## config.mk

```make
export PLATFORM = sky130hd
export DESIGN_NAME = dll_code_ctrl
export DESIGN_NICKNAME = d
export VERILOG_FILES = /design/src/rtl/dll_code_ctrl.sv
export SDC_FILE = /design/constraint.sdc
export NUM_CORES = 1
export LEC_CHECK = 0
export CAP_MARGIN = 20
export CORE_MARGIN = 1
export CORE_UTILIZATION = 54
export CTS_BUF_LIST = sky130_fd_sc_hd__clkbuf_4 sky130_fd_sc_hd__clkbuf_8
export CTS_CLUSTER_SIZE = 14
export DETAILED_ROUTE_END_ITERATION = 8
export GPL_TIMING_DRIVEN = 0
export HOLD_SLACK_MARGIN = 0.08
export PLACE_DENSITY_LB_ADDON = 0.1
export SLEW_MARGIN = 20
export SYNTH_ARGS = -nofsm -noshare
export SYNTH_HDL_FRONTEND = slang
export SYNTH_SLANG_ARGS = --single-unit
```

## constraint.sdc

```tcl
create_clock -name clk_pll -period 6.5 [get_ports clk_pll]
set_clock_uncertainty 0.15 [all_clocks]
set_input_delay 1.95 -clock clk_pll [delete_from_list [all_inputs] [get_ports clk_pll]]
set_output_delay 1.95 -clock clk_pll [all_outputs]
set_load 0.1 [all_outputs]
```

## src/rtl/dll_code_ctrl.sv

```systemverilog
// DLL delay-code controller: filters phase-detector pulses over a window,
// steps the delay code by +/-1 per window, publishes binary/gray/half-gray
// codes, and tracks lock with a reversal/dead-band criterion.
module dll_code_ctrl #(
  parameter int unsigned CODE_W     = 10,
  parameter int unsigned INIT_CODE  = 512,
  parameter int unsigned FILT_N     = 8,
  parameter int unsigned FILT_TH    = 3,
  parameter int unsigned SETTLE_CYC = 8,
  parameter int unsigned LOCK_REV   = 4
) (
  input  logic              clk_pll,
  input  logic              rst_n,
  input  logic              lock_req,
  input  logic              t_up,
  input  logic              t_down,
  input  logic              track_en,
  input  logic              ovrd_en,
  input  logic [CODE_W-1:0] ovrd_code,
  output logic [CODE_W-1:0] code_bin,
  output logic [CODE_W-1:0] code_gray,
  output logic [CODE_W-1:0] half_gray,
  output logic              code_valid,
  output logic              dll_lock,
  output logic              sat_hi,
  output logic              sat_lo,
  output logic [2:0]        state
);

  // Signed accumulator holds +/-FILT_N; counters sized to their limits.
  localparam int unsigned ACC_W = $clog2(FILT_N + 1) + 1;
  localparam int unsigned SMP_W = $clog2(FILT_N);
  localparam int unsigned SET_W = (SETTLE_CYC > 1) ? $clog2(SETTLE_CYC) : 1;
  localparam int unsigned CNT_W = $clog2(LOCK_REV + 1);

  localparam logic [CODE_W-1:0] INIT_BIN  = CODE_W'(INIT_CODE);
  localparam logic [CODE_W-1:0] INIT_GRAY = INIT_BIN ^ (INIT_BIN >> 1);
  localparam logic [CODE_W-1:0] INIT_HALF = (INIT_BIN >> 1) ^ (INIT_BIN >> 2);
  localparam logic [CODE_W-1:0] CODE_MAX  = {CODE_W{1'b1}};

  localparam logic [SET_W-1:0] SETTLE_LD = SET_W'(SETTLE_CYC - 1);
  localparam logic [SMP_W-1:0] SMP_LAST  = SMP_W'(FILT_N - 1);
  localparam logic [CNT_W-1:0] LOCK_LIM  = CNT_W'(LOCK_REV);

  localparam logic signed [ACC_W-1:0] TH_P     = ACC_W'(FILT_TH);
  localparam logic signed [ACC_W-1:0] TH_N     = -TH_P;
  localparam logic signed [ACC_W-1:0] ACC_ONE  = ACC_W'(1);
  localparam logic signed [ACC_W-1:0] ACC_MONE = -ACC_ONE;

  typedef enum logic [2:0] {
    ST_IDLE   = 3'd0,
    ST_SETTLE = 3'd1,
    ST_SAMPLE = 3'd2,
    ST_UPDATE = 3'd3,
    ST_LOCKED = 3'd4,
    ST_OVRD   = 3'd5
  } state_t;

  state_t                   r_state, w_state_nxt;
  logic [CODE_W-1:0]        r_code, w_code_nxt;
  logic [CODE_W-1:0]        r_gray;
  logic [CODE_W-1:0]        r_half;
  logic                     r_valid, w_valid_nxt;
  logic                     r_lock, w_lock_nxt;
  logic                     r_sat_hi, w_sat_hi_nxt;
  logic                     r_sat_lo, w_sat_lo_nxt;
  logic signed [ACC_W-1:0]  r_acc, w_acc_nxt;
  logic [SMP_W-1:0]         r_smp, w_smp_nxt;
  logic [SET_W-1:0]         r_settle, w_settle_nxt;
  logic [CNT_W-1:0]         r_rev, w_rev_nxt;
  logic [CNT_W-1:0]         r_run, w_run_nxt;
  logic                     r_last_up, w_last_up_nxt;
  logic                     r_last_dn, w_last_dn_nxt;

  logic signed [ACC_W-1:0]  w_smp_val;
  logic                     w_dir_up;
  logic                     w_dir_dn;
  logic                     w_reversal;

  function automatic logic [CODE_W-1:0] bin2gray(input logic [CODE_W-1:0] v);
    return v ^ (v >> 1);
  endfunction

  function automatic logic [CNT_W-1:0] sat_inc(input logic [CNT_W-1:0] v);
    return (v >= LOCK_LIM) ? v : v + CNT_W'(1);
  endfunction

  // Per-sample vote: conflicting or absent pulses contribute nothing.
  assign w_smp_val = (t_up && !t_down) ? ACC_ONE  :
                     (t_down && !t_up) ? ACC_MONE : '0;

  // Window decision and direction-reversal detection against last_dir.
  assign w_dir_up   = (r_acc >= TH_P);
  assign w_dir_dn   = (r_acc <= TH_N);
  assign w_reversal = (w_dir_up || w_dir_dn) && (r_last_up || r_last_dn) &&
                      (w_dir_up != r_last_up);

  // Next-state and datapath next values; everything holds unless changed.
  always_comb begin
    w_state_nxt   = r_state;
    w_code_nxt    = r_code;
    w_valid_nxt   = r_valid;
    w_lock_nxt    = r_lock;
    w_sat_hi_nxt  = r_sat_hi;
    w_sat_lo_nxt  = r_sat_lo;
    w_acc_nxt     = r_acc;
    w_smp_nxt     = r_smp;
    w_settle_nxt  = r_settle;
    w_rev_nxt     = r_rev;
    w_run_nxt     = r_run;
    w_last_up_nxt = r_last_up;
    w_last_dn_nxt = r_last_dn;

    if (ovrd_en) begin
      w_state_nxt  = ST_OVRD;
      w_code_nxt   = ovrd_code;
      w_valid_nxt  = 1'b1;
      w_lock_nxt   = 1'b0;
      w_acc_nxt    = '0;
      w_smp_nxt    = '0;
      w_settle_nxt = '0;
      w_rev_nxt    = '0;
      w_run_nxt    = '0;
    end else if (!lock_req) begin
      w_state_nxt  = ST_IDLE;
      w_valid_nxt  = 1'b0;
      w_lock_nxt   = 1'b0;
      w_acc_nxt    = '0;
      w_smp_nxt    = '0;
      w_settle_nxt = '0;
      w_rev_nxt    = '0;
      w_run_nxt    = '0;
    end else begin
      case (r_state)
        ST_IDLE: begin
          w_state_nxt  = ST_SETTLE;
          w_settle_nxt = SETTLE_LD;
        end

        ST_SETTLE: begin
          if (r_settle == '0) begin
            w_state_nxt = ST_SAMPLE;
            w_acc_nxt   = '0;
            w_smp_nxt   = '0;
          end else begin
            w_settle_nxt = r_settle - SET_W'(1);
          end
        end

        ST_SAMPLE: begin
          w_acc_nxt = r_acc + w_smp_val;
          if (r_smp == SMP_LAST) begin
            w_state_nxt = ST_UPDATE;
          end else begin
            w_smp_nxt = r_smp + SMP_W'(1);
          end
        end

        ST_UPDATE: begin
          // Clamped code step; a blocked step raises the matching sat flag.
          if (w_dir_up) begin
            if (r_code == CODE_MAX) begin
              w_sat_hi_nxt = 1'b1;
            end else begin
              w_code_nxt   = r_code + CODE_W'(1);
              w_sat_hi_nxt = 1'b0;
              w_sat_lo_nxt = 1'b0;
            end
          end else if (w_dir_dn) begin
            if (r_code == '0) begin
              w_sat_lo_nxt = 1'b1;
            end else begin
              w_code_nxt   = r_code - CODE_W'(1);
              w_sat_hi_nxt = 1'b0;
              w_sat_lo_nxt = 1'b0;
            end
          end

          // Reversal / run bookkeeping.
          if (w_dir_up || w_dir_dn) begin
            if (w_reversal) begin
              w_rev_nxt = sat_inc(r_rev);
              w_run_nxt = CNT_W'(1);
            end else begin
              w_run_nxt = sat_inc(r_run);
            end
            w_last_up_nxt = w_dir_up;
            w_last_dn_nxt = w_dir_dn;
          end else begin
            w_rev_nxt = sat_inc(r_rev);
            w_run_nxt = '0;
          end

          // A long same-direction run overrides any accumulated reversals.
          if (w_run_nxt >= LOCK_LIM) begin
            w_rev_nxt  = '0;
            w_lock_nxt = 1'b0;
          end else if (w_rev_nxt >= LOCK_LIM) begin
            w_lock_nxt  = 1'b1;
            w_valid_nxt = 1'b1;
          end

          if (w_lock_nxt && !track_en) begin
            w_state_nxt = ST_LOCKED;
          end else begin
            w_state_nxt  = ST_SETTLE;
            w_settle_nxt = SETTLE_LD;
          end
        end

        ST_LOCKED: begin
          if (track_en) begin
            w_state_nxt  = ST_SETTLE;
            w_settle_nxt = SETTLE_LD;
          end
        end

        ST_OVRD: begin
          w_state_nxt  = ST_IDLE;
          w_valid_nxt  = 1'b0;
          w_lock_nxt   = 1'b0;
          w_acc_nxt    = '0;
          w_smp_nxt    = '0;
          w_settle_nxt = '0;
          w_rev_nxt    = '0;
          w_run_nxt    = '0;
        end

        default: begin
          w_state_nxt = ST_IDLE;
        end
      endcase
    end
  end

  // FSM state register.
  always_ff @(posedge clk_pll) begin
    if (!rst_n) begin
      r_state <= ST_IDLE;
    end else begin
      r_state <= w_state_nxt;
    end
  end

  // Datapath registers; gray forms are registered alongside the binary code.
  always_ff @(posedge clk_pll) begin
    if (!rst_n) begin
      r_code    <= INIT_BIN;
      r_gray    <= INIT_GRAY;
      r_half    <= INIT_HALF;
      r_valid   <= 1'b0;
      r_lock    <= 1'b0;
      r_sat_hi  <= 1'b0;
      r_sat_lo  <= 1'b0;
      r_acc     <= '0;
      r_smp     <= '0;
      r_settle  <= '0;
      r_rev     <= '0;
      r_run     <= '0;
      r_last_up <= 1'b0;
      r_last_dn <= 1'b0;
    end else begin
      r_code    <= w_code_nxt;
      r_gray    <= bin2gray(w_code_nxt);
      r_half    <= bin2gray(w_code_nxt >> 1);
      r_valid   <= w_valid_nxt;
      r_lock    <= w_lock_nxt;
      r_sat_hi  <= w_sat_hi_nxt;
      r_sat_lo  <= w_sat_lo_nxt;
      r_acc     <= w_acc_nxt;
      r_smp     <= w_smp_nxt;
      r_settle  <= w_settle_nxt;
      r_rev     <= w_rev_nxt;
      r_run     <= w_run_nxt;
      r_last_up <= w_last_up_nxt;
      r_last_dn <= w_last_dn_nxt;
    end
  end

  assign code_bin   = r_code;
  assign code_gray  = r_gray;
  assign half_gray  = r_half;
  assign code_valid = r_valid;
  assign dll_lock   = r_lock;
  assign sat_hi     = r_sat_hi;
  assign sat_lo     = r_sat_lo;
  assign state      = r_state;

endmodule

```

==> impl_results.html, run 1 <==
<table>
<tr><th>Metric</th><th>Value</th></tr>
<tr><th colspan="2">Outcome</th></tr>
<tr><td>Status</td><td>complete, no violations</td></tr>
<tr><th colspan="2">Setup path</th></tr>
<tr><td>Arrival time of the worst setup path</td><td>4390 ps</td></tr>
<tr><td>Series of cell instances along the critical path</td><td>clkdlybuf4s50_1 &gt; and4b_1 &gt; buf_2 &gt; o211a_1 &gt; nand2_1 &gt; o311a_1 &gt; a211oi_2 &gt; xor2_1 &gt; nor2_1</td></tr>
<tr><td>Longest individual stage delay on the worst path</td><td>610 ps</td></tr>
<tr><td>Type of element capturing the critical path</td><td>flop</td></tr>
<tr><td>Crit path required time</td><td>6550 ps</td></tr>
<tr><td>Critical-path cell with the highest stage delay</td><td>clkdlybuf4s50_1</td></tr>
<tr><td>Register-to-Register Setup Slack</td><td>3780 ps</td></tr>
<tr><td>Highest net fanout along the worst path</td><td>9</td></tr>
<tr><td>Setup crit start kind</td><td>input port</td></tr>
<tr><td>Crit Path Category</td><td>input port to flop</td></tr>
<tr><th colspan="2">Placed design</th></tr>
<tr><td>Total instance count after detailed placement</td><td>499</td></tr>
<tr><td>Placed cell areas</td><td>0.00358 mm²</td></tr>
<tr><td>Routability-driven placement congestion ratio</td><td>0.970</td></tr>
<tr><td>Count of buffers inserted at the top-level ports</td><td>51</td></tr>
<tr><td>Detail Placement HPWL</td><td>5700 µm</td></tr>
<tr><th colspan="2">Clocking</th></tr>
<tr><td>Count of hold buffers inserted by post-cts repair</td><td>0</td></tr>
<tr><td>TritonCTS clock tree</td><td>done</td></tr>
<tr><td>Post-CTS Setup Repair Bufs</td><td>0</td></tr>
<tr><td>Insertion delay to the later sink of the worst-skew pair</td><td>310 ps</td></tr>
<tr><td>TritonCTS Buffers</td><td>5</td></tr>
<tr><td>Clock tree root buffer cell</td><td>clkbuf_8</td></tr>
<tr><td>CTS Sinks</td><td>45</td></tr>
<tr><td>Clk buf depth</td><td>2</td></tr>
<tr><td>Clock Pin Slew Worst Setup and Hold Paths</td><td>100 ps</td></tr>
<tr><td>Post-cts repair resize count</td><td>0</td></tr>
<tr><td>CTS H-Tree Depth</td><td>2</td></tr>
<tr><th colspan="2">Synthesis</th></tr>
<tr><td>Synthesized instance count</td><td>378</td></tr>
<tr><td>Number of library cell types mapped by synthesis</td><td>69</td></tr>
<tr><td>Number of synthesized flops with an enable pin</td><td>0</td></tr>
<tr><td>Async SR Flop Fraction</td><td>0%</td></tr>
<tr><td>Cell taking the most area after synthesis</td><td>dfxtp_1</td></tr>
<tr><td>Synth top area share</td><td>30.2%</td></tr>
<tr><td>Library cell with the highest instance count after synthesis</td><td>nor2_1</td></tr>
<tr><td>Post-Syn Nets</td><td>411</td></tr>
<tr><td>Top cells by instance count after synthesis</td><td>nor2_1 (51), dfxtp_1 (45), nand2_1 (28)</td></tr>
<tr><td>Main area contributors after synthesis</td><td>dfxtp_1 (30%), nor2_1 (6.4%), ha_1 (6.3%)</td></tr>
<tr><td>Yosys reg bits</td><td>45</td></tr>
<tr><td>Synthesized area divided by synthesized cell count</td><td>7.89 µm²</td></tr>
<tr><td>Sequential share of the synthesized area</td><td>30.2%</td></tr>
<tr><td>Area of the mapped netlist</td><td>0.00298 mm²</td></tr>
<tr><td>Most used flip-flop cell after synthesis</td><td>dfxtp_1</td></tr>
<tr><td>Warnings, synthesis</td><td>0</td></tr>
<tr><th colspan="2">STA</th></tr>
<tr><td>Final Slew Violations</td><td>0</td></tr>
<tr><td>Number of endpoints with negative hold slack in the final report</td><td>0</td></tr>
<tr><td>Tightest Pin Transition</td><td>979 ps</td></tr>
<tr><td>RSZ-0062 raised after global routing</td><td>false</td></tr>
<tr><td>Highest achievable clock rate</td><td>230 MHz</td></tr>
<tr><td>Setup-failing EPs final</td><td>0</td></tr>
<tr><td>Setup TNS</td><td>0 ps</td></tr>
<tr><td>Shortest clock period the worst path allows after layout</td><td>4340 ps</td></tr>
<tr><td>Rel. slew slack</td><td>34.5%</td></tr>
<tr><td>Share of the clock period used by the worst path</td><td>66.8%</td></tr>
<tr><th colspan="2">Floorplan</th></tr>
<tr><td>Number of standard-cell rows in the floorplan</td><td>26</td></tr>
<tr><td>Initial standard-cell utilization of the core</td><td>57.3%</td></tr>
<tr><td>Area of the core region</td><td>0.00520 mm²</td></tr>
<tr><td>Full die area</td><td>0.00582 mm²</td></tr>
<tr><td>Top-level I/O count</td><td>54</td></tr>
<tr><td>Vertical die dimension</td><td>76.3 µm</td></tr>
<tr><td>Die X</td><td>76.3 µm</td></tr>
<tr><th colspan="2">Finish</th></tr>
<tr><td>Net count of the finished layout</td><td>469</td></tr>
<tr><td>Number of antenna repair diodes</td><td>0</td></tr>
<tr><td>Synthesis-to-finish area growth</td><td>23.2%</td></tr>
<tr><td>Fraction of layout instances using a drive strength above 1</td><td>8.92%</td></tr>
<tr><td>Finished Layout Cells</td><td>507</td></tr>
<tr><td>Final instance area</td><td>0.00367 mm²</td></tr>
<tr><th colspan="2">Route</th></tr>
<tr><td>Number of iterations in the first detailed-routing pass</td><td>4</td></tr>
<tr><td>Top layer in use</td><td>met4</td></tr>
<tr><td>Starting DRT DRC Count</td><td>206</td></tr>
<tr><td>Vias per cell</td><td>5.79</td></tr>
<tr><td>Routed wire length on met3</td><td>395 µm</td></tr>
<tr><td>DR WL/cell</td><td>15.1 µm</td></tr>
<tr><td>Final Routed Wirelength</td><td>7670 µm</td></tr>
<tr><td>DR vias</td><td>2,936</td></tr>
<tr><td>Met2 layer wire length in the routed design</td><td>3760 µm</td></tr>
<tr><td>Met1 wire length</td><td>3370 µm</td></tr>
<tr><td>Post-route DRC violation count</td><td>0</td></tr>
<tr><td>Detail Route Antenna Nets</td><td>0</td></tr>
<tr><th colspan="2">Pwr</th></tr>
<tr><td>Net switching power figure</td><td>0.310 mW</td></tr>
<tr><td>Cell area power density</td><td>205 mW/mm²</td></tr>
<tr><td>Switch share</td><td>41.3%</td></tr>
<tr><td>Cell-internal power</td><td>0.441 mW</td></tr>
<tr><td>Portion of total power attributed to sequential cells</td><td>39.5%</td></tr>
<tr><td>Max VDD drop</td><td>142 µV</td></tr>
<tr><td>Leakage power figure</td><td>1.38 nW</td></tr>
<tr><td>Proportion of power drawn by combinational gates</td><td>35.8%</td></tr>
<tr><td>Clock power frac</td><td>24.7%</td></tr>
<tr><th colspan="2">Global route</th></tr>
<tr><td>First-pass GRT wire length</td><td>12,900 µm</td></tr>
<tr><td>Number of global-route vias before repair</td><td>2,726</td></tr>
<tr><td>Total routing resource utilization after global routing</td><td>27.9%</td></tr>
<tr><td>Number of antenna violations at the first check in global routing</td><td>0</td></tr>
<tr><td>Pin count of the biggest net entering global routing</td><td>17</td></tr>
<tr><td>GRT Residual Overflow</td><td>0</td></tr>
<tr><th colspan="2">Run</th></tr>
<tr><td>Max_cap viols</td><td>0</td></tr>
<tr><th colspan="2">Hold path</th></tr>
<tr><td>Worst min-delay path class</td><td>flop to flop</td></tr>
</table>
[logic make-up after synthesis]
family          Yosys count  share of synthesized area [%]
other cells               1                          0.126
compound gates          102                           23.9
simple gates            149                           25.1
fa+ha+maj                16                           6.97
mux                       5                           1.68
buf+inv                  46                           7.93
flops                    45                           30.2
xor+xnor                 14                           4.11
[routing by layer]
metal | vias up | track usage (%)
met4 | 0 | 11.3
met1 | 1371 | 34.0
met3 | 12 | 4.07
met2 | 86 | 48.9
li1 | 1467 | -
met5 | - | 0
[worst paths after layout]
path                                      to  cells past startpoint   startpoint
worst min-delay path                r_run[1]                      2     r_run[1]
worst min register to register      r_run[1]                      2     r_run[1]
worst max register to register  code_gray[2]                     10  code_bin[0]
worst max-delay path            code_gray[2]                      9     lock_req
[flip-flops by register name, summed over array words and instances (netlist names)]
signal and cells:
r_acc 5, code_gray 9, r_last_up 1, r_rev 3, sat_hi 1, r_smp 3, r_settle 3, state 3
code_bin 10, sat_lo 1, code_valid 1, r_last_dn 1, r_run 3, dll_lock 1
[metrics by stage]
stage	utilization [%]	total power [mW]	hold slack, ps	setup WS (ps)
global placement	68.8	0.568	313	1920
floorplan	-	0.510	299	2670
finish	70.6	0.752	343	2160
global route	70.6	0.788	377	2040
detailed placement	68.8	0.572	330	1860
CTS	70.6	0.757	345	2190
[cell usage in the layout (no fill, tap or decap), types with 5 or more instances in the layout]
| cell type | count |
|---|---|
| dfxtp_1 | 45 |
| o21ai_0 | 17 |
| a22oi_1 | 10 |
| a31oi_1 | 6 |
| nand2b_1 | 7 |
| nor2_1 | 51 |
| clkdlybuf4s50_1 | 51 |
| clkbuf_8 | 5 |
| a21oi_1 | 27 |
| clkbuf_1 | 12 |
| buf_2 | 6 |
| nand3_1 | 10 |
| nand2_1 | 28 |
| ha_1 | 15 |
| nor3_1 | 12 |
| nand4_1 | 9 |
| xnor2_1 | 10 |
| inv_1 | 12 |
| buf_4 | 13 |
| mux2i_1 | 5 |
[cell type report]
class / count / area (µm²)
multi-input combinational: 287 / 1840
fill: 457 / 1530
sequential: 45 / 901
timing repair buffer: 51 / 510
buffer: 33 / 188
tap: 70 / 87.6
clock buffer: 5 / 68.8
inverter: 13 / 48.8
clock inverter: 3 / 25.0
[critical path, delay by kind of cell]
| family | cells | cell delay (ps) |
|---|---|---|
| AND/OR/NAND/NOR | 3 | 470 |
| AO/OA/AOI/OAI | 3 | 970 |
| buffers and inverters | 2 | 800 |
| XOR/XNOR | 1 | 190 |
[power groups by stage]
stage | clock network, mW | registers [mW] | logic (mW)
5_1_grt | 0.206 | 0.299 | 0.283
3_3_place_gp | 0 | 0.303 | 0.266
4_1_cts | 0.191 | 0.297 | 0.269
6_report | 0.186 | 0.297 | 0.269
3_5_place_dp | 0 | 0.303 | 0.269
2_1_floorplan | 0 | 0.383 | 0.127
Power figures use the tool's default switching activity.
==> run 2: changes to the inputs <==
==> constraint.sdc (replaced) <==
create_clock -name clk_pll -period 4.3 [get_ports clk_pll]
set_clock_uncertainty 0.15 [all_clocks]
set_input_delay 1.29 -clock clk_pll [delete_from_list [all_inputs] [get_ports clk_pll]]
set_output_delay 1.29 -clock clk_pll [all_outputs]
set_load 0.1 [all_outputs]
==> results of run 2 <==
Same layout as run 1 (identical final DEF). Status: complete, no violations.
Main changes from that run: setup slack after placement 1860 ps -> 321 ps; setup slack after layout 2160 ps -> 618 ps; register-to-register setup slack 3780 ps -> 1580 ps; total power 0.752 mW -> 1.14 mW; worst IR drop on VDD 142 µV -> 214 µV
==> run 3: changes to the inputs <==
--- a/config.mk
+++ b/config.mk
@@ -6,7 +6,6 @@
 export NUM_CORES = 1
 export LEC_CHECK = 0
 export CAP_MARGIN = 20
-export CORE_MARGIN = 1
 export CORE_UTILIZATION = 54
 export CTS_BUF_LIST = sky130_fd_sc_hd__clkbuf_4 sky130_fd_sc_hd__clkbuf_8
 export CTS_CLUSTER_SIZE = 14
@@ -14,7 +13,7 @@
 export GPL_TIMING_DRIVEN = 0
 export HOLD_SLACK_MARGIN = 0.08
 export PLACE_DENSITY_LB_ADDON = 0.1
-export SLEW_MARGIN = 20
+export SLEW_MARGIN = 10
 export SYNTH_ARGS = -nofsm -noshare
 export SYNTH_HDL_FRONTEND = slang
 export SYNTH_SLANG_ARGS = --single-unit
==> results of run 3 <==
Same layout as run 1 (identical final DEF). Status: complete, no violations.
Main changes from that run: setup slack after placement 1860 ps -> 321 ps; setup slack after layout 2160 ps -> 618 ps; register-to-register setup slack 3780 ps -> 1580 ps; total power 0.752 mW -> 1.14 mW; worst IR drop on VDD 142 µV -> 214 µV
==> RTL edit 1, RTL diff (settings of run 2) <==
Set the parameter `CODE_W` to 8 (it was 10).
--- a/src/rtl/dll_code_ctrl.sv
+++ b/src/rtl/dll_code_ctrl.sv
@@ -2,7 +2,7 @@
 // steps the delay code by +/-1 per window, publishes binary/gray/half-gray
 // codes, and tracks lock with a reversal/dead-band criterion.
 module dll_code_ctrl #(
-  parameter int unsigned CODE_W     = 10,
+  parameter int unsigned CODE_W     = 8,
   parameter int unsigned INIT_CODE  = 512,
   parameter int unsigned FILT_N     = 8,
   parameter int unsigned FILT_TH    = 3,
Interface: changed (resized code_bin, code_gray, half_gray and ovrd_code); port bits go from 54 to 46. The function was not compared with the original's and may differ.
==> RTL edit 1 against run 2 <==
  * Fmax is 5.7% higher
  * Sequential cell count down 4
  * Total power decreased by 4.9%
  * Core utilization shrank 2.0 points
  * Critical path depth increased by 3
  * Register-to-register slack better by 0.19 ns
  * Synthesized area decreased by 3.3%
  * Final area decreased by 4.1%
  * Wire length is 7.8% lower
  * Global-route usage fell by 1.3 points
  * Worst setup slack better by 0.20 ns
  * Via count is 8.1% lower
  * Critical path type unchanged
  * Highest routed layer unchanged
==> RTL edit 1: results (changes against run 2) <==
| Metric | Value |
|---|---|
| Worst EP arrival | 3.50 ns (was 3.73 ns) |
| Max reg flops | 8 (was 10) |
| Yosys cell types | 65 (was 69) |
| Leakage | 1.40 nW (was 1.38 nW) |
| Crit path max fanout | 2 (was 9) |
| Max VDD drop | 0.158 mV (was 0.214 mV) |
| Clock Pin Slew Worst Setup and Hold Paths | 0.08 ns (was 0.10 ns) |
| Vias in the first global route | 2508 (was 2726) |
| Clk Tree Root Cell | clkbuf_8 (unchanged) |
| 1st-iter DRT viols | 216 (was 206) |
| DR pass1 iterations | 4 (unchanged) |
| Crit path max-delay family | adder cells (was compound AO/OA/AOI/OAI gates) |
| Final TNS setup | 0 ns (unchanged) |
| Avg WL per Cell | 15.0 µm (was 15.1 µm) |
| CP max-delay cell | clkdlybuf4s50_1 (unchanged) |
| Share of cells above drive strength 1 | 11.5% (was 8.92%) |
| H-tree Lvls | 2 (unchanged) |
| Synth top cells by count | 41 x dfxtp_1, 35 x nor2_1, 26 x nand2_1 (was 51 x nor2_1, 45 x dfxtp_1, 28 x nand2_1) |
| Post-route ant nets | 0 (unchanged) |
| Vias/cell | 5.73 (was 5.79) |
| Post-CTS Setup Repair Bufs | 0 (unchanged) |
| Hold Path Class | register to register (unchanged) |
| Largest net degree at the start of global routing | 15 (was 17) |
| Yosys warnings | 0 (unchanged) |
| Cts bufs inserted | 5 (unchanged) |
| # diodes | 0 (unchanged) |
| Max stage delay on crit path | 0.46 ns (was 0.61 ns) |
| Worst-margin pin slew | 0.972 ns (was 0.979 ns) |
| IO Port Bufs | 44 (was 51) |
| Clk_lat worst skew | 0.29 ns (was 0.31 ns) |
| Gr usage total | 26.6% (was 27.9%) |
| First-pass GRT wire length | 11400 µm (was 12900 µm) |
| Detailed Place HPWL | 5310 µm (was 5700 µm) |
| Syn Nets | 381 (was 411) |
| Fill cells | 479 (was 457) |
| EDFF count, synth | 0 (unchanged) |
| Post-CTS resize count | 0 (unchanged) |
| Final net count | 432 (was 469) |
| Ys async rst share | 0% (unchanged) |
| Hold Buf Count CTS | 0 (unchanged) |
| Max Buffers Root-to-Sink | 2 (unchanged) |
| Seq/Total Area, Yosys | 28.5% (was 30.2%) |
| Top FF cell, synth | dfxtp_1 (unchanged) |
| Initial antenna violation count | 0 (unchanged) |
| Gpl congestion | 0.956 (was 0.970) |
| Status | finished clean (unchanged) |
| Top cells by area, synth | dfxtp_1 28%, ha_1 6.9%, nor2_1 4.6%, o21ai_0 3.5%, nand2_1 3.4% (was dfxtp_1 30%, nor2_1 6.4%, ha_1 6.3%, a21oi_1 4.5%, nand2_1 3.5%) |
## RTL edit 1: cells by family after synthesis
group,synth area share (%)
xor+xnor,3.95
buf+inv,7.07
fa+ha+maj,7.64
flops,28.5
mux,2.08
compound gates,25.5
simple gates,25.2
other cells,0.130
## RTL edit 1: routing by layer
metal	GRT usage [%]	vias up	routed length (µm)
met5	0	-	0
li1	-	1336	-
met4	10.1	0	174
met3	5.09	13	400
met2	47.5	94	3410
met1	31.5	1256	3090
## RTL edit 1: stage by stage
stage	instances	cell area, µm²	hold WS (ns)	util [%]	setup WS [ns]
finish	471	3520	0.333	68.6	0.817
global route	471	3520	0.375	68.6	0.627
CTS	471	3520	0.341	68.6	0.808
detailed placement	463	3410	0.320	66.4	0.500
global placement	463	3410	0.311	66.4	0.548
floorplan	349	2880	0.294	-	1.12
## RTL edit 1: tightest hold or removal path: stages, from the launching register on
cell	delay, ns
dfxtp_1	0.33
a21oi_1	0.04
nor2_1	0.08
## RTL edit 1: layout make-up
| cell class | count | area share (%) |
|---|---|---|
| clock buffers | 5 | 1.95 |
| multi-input cells | 268 | 52.8 |
| repair buffers | 44 | 12.5 |
| well taps | 70 | 2.48 |
| plain buffers | 25 | 4.19 |
| inverters | 15 | 1.60 |
| clock inverters | 3 | 1.24 |
| flip-flops and latches | 41 | 23.3 |
## RTL edit 1: worst paths after layout
kind               start            to  slack, ns  cells after the start
min            r_last_dn     r_last_dn       0.33                      2
max reg2reg  code_bin[0]  code_gray[2]       1.77                      9
max                 t_up      r_acc[4]       0.82                     12
min reg2reg    r_last_dn     r_last_dn       0.33                      2
## RTL edit 1: report_power, final
part,internal [mW],switching [mW]
Clock,0.174,0.142
Combinational,0.106,0.252
Sequential,0.395,0.0120
==> RTL edit 2, RTL diff (flow settings as in run 2) <==
Made on the original files. Make the reset (`rst_n`) asynchronous in 2 clocked blocks.
--- a/src/rtl/dll_code_ctrl.sv
+++ b/src/rtl/dll_code_ctrl.sv
@@ -234,7 +234,7 @@
   end
 
   // FSM state register.
-  always_ff @(posedge clk_pll) begin
+  always_ff @(posedge clk_pll or negedge rst_n) begin
     if (!rst_n) begin
       r_state <= ST_IDLE;
     end else begin
@@ -243,7 +243,7 @@
   end
 
   // Datapath registers; gray forms are registered alongside the binary code.
-  always_ff @(posedge clk_pll) begin
+  always_ff @(posedge clk_pll or negedge rst_n) begin
     if (!rst_n) begin
       r_code    <= INIT_BIN;
       r_gray    <= INIT_GRAY;
Check against the original RTL: differs if rst_n is asserted again (counterexample within 4 cycles, from zero or initial values and one cycle with rst_n low); with rst_n held inactive, the same outputs for 10 cycles.
==> RTL edit 2 against run 2 <==
  * Sequential share of layout area rose by 5.2 points
  * Sequential cell count stayed put
  * Synthesized area increased by 2.6%
  * Combinational power increased by 43%
  * Final area increased by 3.4%
  * Wire length decreased by 8.1%
  * Synthesized cell count down 10%
  * Count of clock-buffer cells in the layout grew 1
  * Worst setup slack better by 0.14 ns
  * Core utilization fell by 1.1 points
  * Largest cell class unchanged
  * Critical path depth fell by 7
  * Total power grew 23%
  * Register-to-register slack better by 0.10 ns
==> RTL edit 2: results (changes against run 2) <==
| Metric | Value |
|---|---|
| EDFF count, synth | 0 (unchanged) |
| Fill cells | 445 (was 457) |
| Seq/Total Area, Yosys | 36.9% (was 30.2%) |
| Vias in the first global route | 2666 (was 2726) |
| Clk Tree Root Cell | clkbuf_8 (unchanged) |
| Detailed Place HPWL | 5400 µm (was 5700 µm) |
| FF-to-FF setup slack | 1.68 ns (was 1.58 ns) |
| Share of cells above drive strength 1 | 11.0% (was 8.92%) |
| Top cells by area, synth | dfrtp_1 35%, ha_1 6.1%, nand2_1 4.3%, o21ai_0 3.6%, a21oi_1 3.3% (was dfxtp_1 30%, nor2_1 6.4%, ha_1 6.3%, a21oi_1 4.5%, nand2_1 3.5%) |
| 1st-iter DRT viols | 205 (was 206) |
| Most frequent cell after synthesis | dfrtp_1 (was nor2_1) |
| # diodes | 0 (unchanged) |
| Cts bufs inserted | 5 (unchanged) |
| Relative slew slack | 34.1% (was 34.5%) |
| Post-CTS resize count | 0 (unchanged) |
| Gr usage total | 25.2% (was 27.9%) |
| Yosys warnings | 0 (unchanged) |
| Max_cap viols | 0 (unchanged) |
| DR pass1 iterations | 4 (unchanged) |
| Crit path max fanout | 5 (was 9) |
| IO Port Bufs | 52 (was 51) |
| Status | finished clean (unchanged) |
| Post-Route WL | 7050 µm (was 7670 µm) |
| Initial antenna violation count | 0 (unchanged) |
| First-pass GRT wire length | 11900 µm (was 12900 µm) |
| Syn Nets | 373 (was 411) |
| Sw Ratio | 43.4% (was 41.3%) |
| Clk_lat worst skew | 0.30 ns |
| H-tree Lvls | 2 (unchanged) |
| Clock Pin Slew Worst Setup and Hold Paths | 0.08 ns (was 0.10 ns) |
| Worst EP arrival | 2.10 ns (was 3.73 ns) |
| Largest net degree at the start of global routing | 31 (was 17) |
| Synth top cells by count | 43 x dfrtp_1, 35 x nand2_1, 22 x nor2_1, 22 x o21ai_0, 20 x a21oi_1 (was 51 x nor2_1, 45 x dfxtp_1, 28 x nand2_1) |
| Gpl congestion | 0.895 (was 0.970) |
| Post-CTS Setup Repair Bufs | 0 (unchanged) |
| Hold Path Class | register to register (unchanged) |
| Max Buffers Root-to-Sink | 2 (unchanged) |
| Yosys cell types | 66 (was 69) |
| Ys async rst share | 100% (was 0%) |
| Final net count | 433 (was 469) |
| Vias/cell | 5.68 (was 5.79) |
| DP Area | 3680 µm² (was 3580 µm²) |
| Leakage | 1.63 nW (was 1.38 nW) |
| Max VDD drop | 0.260 mV (was 0.214 mV) |
| Max reg flops | 10 (unchanged) |
RTL edit 2: cell count changes after synthesis, sizes merged, moves of 5 or more:
cell	before	now
buf	21	15
a21oi	27	21
dfxtp	45	0
a22oi	11	0
nor3b	1	6
dfrtp	0	43
nand2	28	35
inv	12	19
nand4	9	4
nor2	52	22
RTL edit 2: area by class of cell:
| cell class | instances | area (µm²) | share of cell area (%) |
|---|---|---|---|
| tap | 72 | 90.1 | 2.37 |
| clock inverter | 2 | 38.8 | 1.02 |
| clock buffer | 6 | 76.3 | 2.01 |
| sequential | 45 | 1130 | 29.7 |
| buffer | 23 | 139 | 3.65 |
| multi-input combinational | 253 | 1720 | 45.3 |
| timing repair buffer | 53 | 536 | 14.1 |
| inverter | 19 | 71.3 | 1.88 |
RTL edit 2: per-stage QoR:
step                instances  hold slack (ns)  utilization, %  worst slack (ns)  power [mW]
floorplan                 340            0.317               -              1.13       0.932
global placement          464            0.319            67.1             0.566        1.06
detailed placement        465            0.341            67.3             0.503        1.07
CTS                       473            0.359            69.4             0.742        1.40
global route              473            0.399            69.4             0.688        1.44
finish                    473            0.352            69.4             0.757        1.39
RTL edit 2: kinds of logic after synthesis:
| logic type | share of synthesized area, % |
|---|---|
| flip-flops | 36.9 |
| adder cells (fa/ha/maj) | 6.79 |
| multiplexers | 3.35 |
| XOR/XNOR | 4.29 |
| buffers and inverters | 6.87 |
| AND/OR/NAND/NOR | 21.8 |
| other | 0.123 |
| AO/OA/AOI/OAI | 19.8 |
RTL edit 2: power groups by stage:
stage	Clock, mW	Combinational [mW]	Sequential [mW]
finish	0.331	0.582	0.479
global route	0.354	0.606	0.484
CTS	0.336	0.584	0.479
detailed placement	0	0.583	0.488
global placement	0	0.576	0.486
floorplan	0	0.251	0.681
RTL edit 2: path summary, 6_finish.rpt:
| check | startpoint | to | cells past startpoint |
|---|---|---|---|
| max | code_bin[9] | half_gray[8] | 2 |
| min | sat_hi | sat_hi | 2 |
| max reg2reg | code_bin[0] | half_gray[2] | 8 |
| min reg2reg | sat_hi | sat_hi | 2 |
| max in group asynchronous | rst_n | r_smp[0] | 2 |
| min in group asynchronous | rst_n | r_run[1] | 1 |
RTL edit 2: metal layers:
layer / routed length, µm / global-route usage, % / vias to the layer above / part of all wire [%]
li1: - / - / 1325 / -
met1: 3020 / 29.9 / 1268 / 43
met2: 3590 / 44.9 / 81 / 51
met3: 301 / 4.05 / 14 / 4.3
met4: 145 / 10.2 / 0 / 2.1
met5: 0 / 0 / - / 0
RTL edit 2: critical path: stages (launching register included):
cell and delay [ns]:
dfstp_2 0.58, buf_4 0.11, clkdlybuf4s50_1 1.11
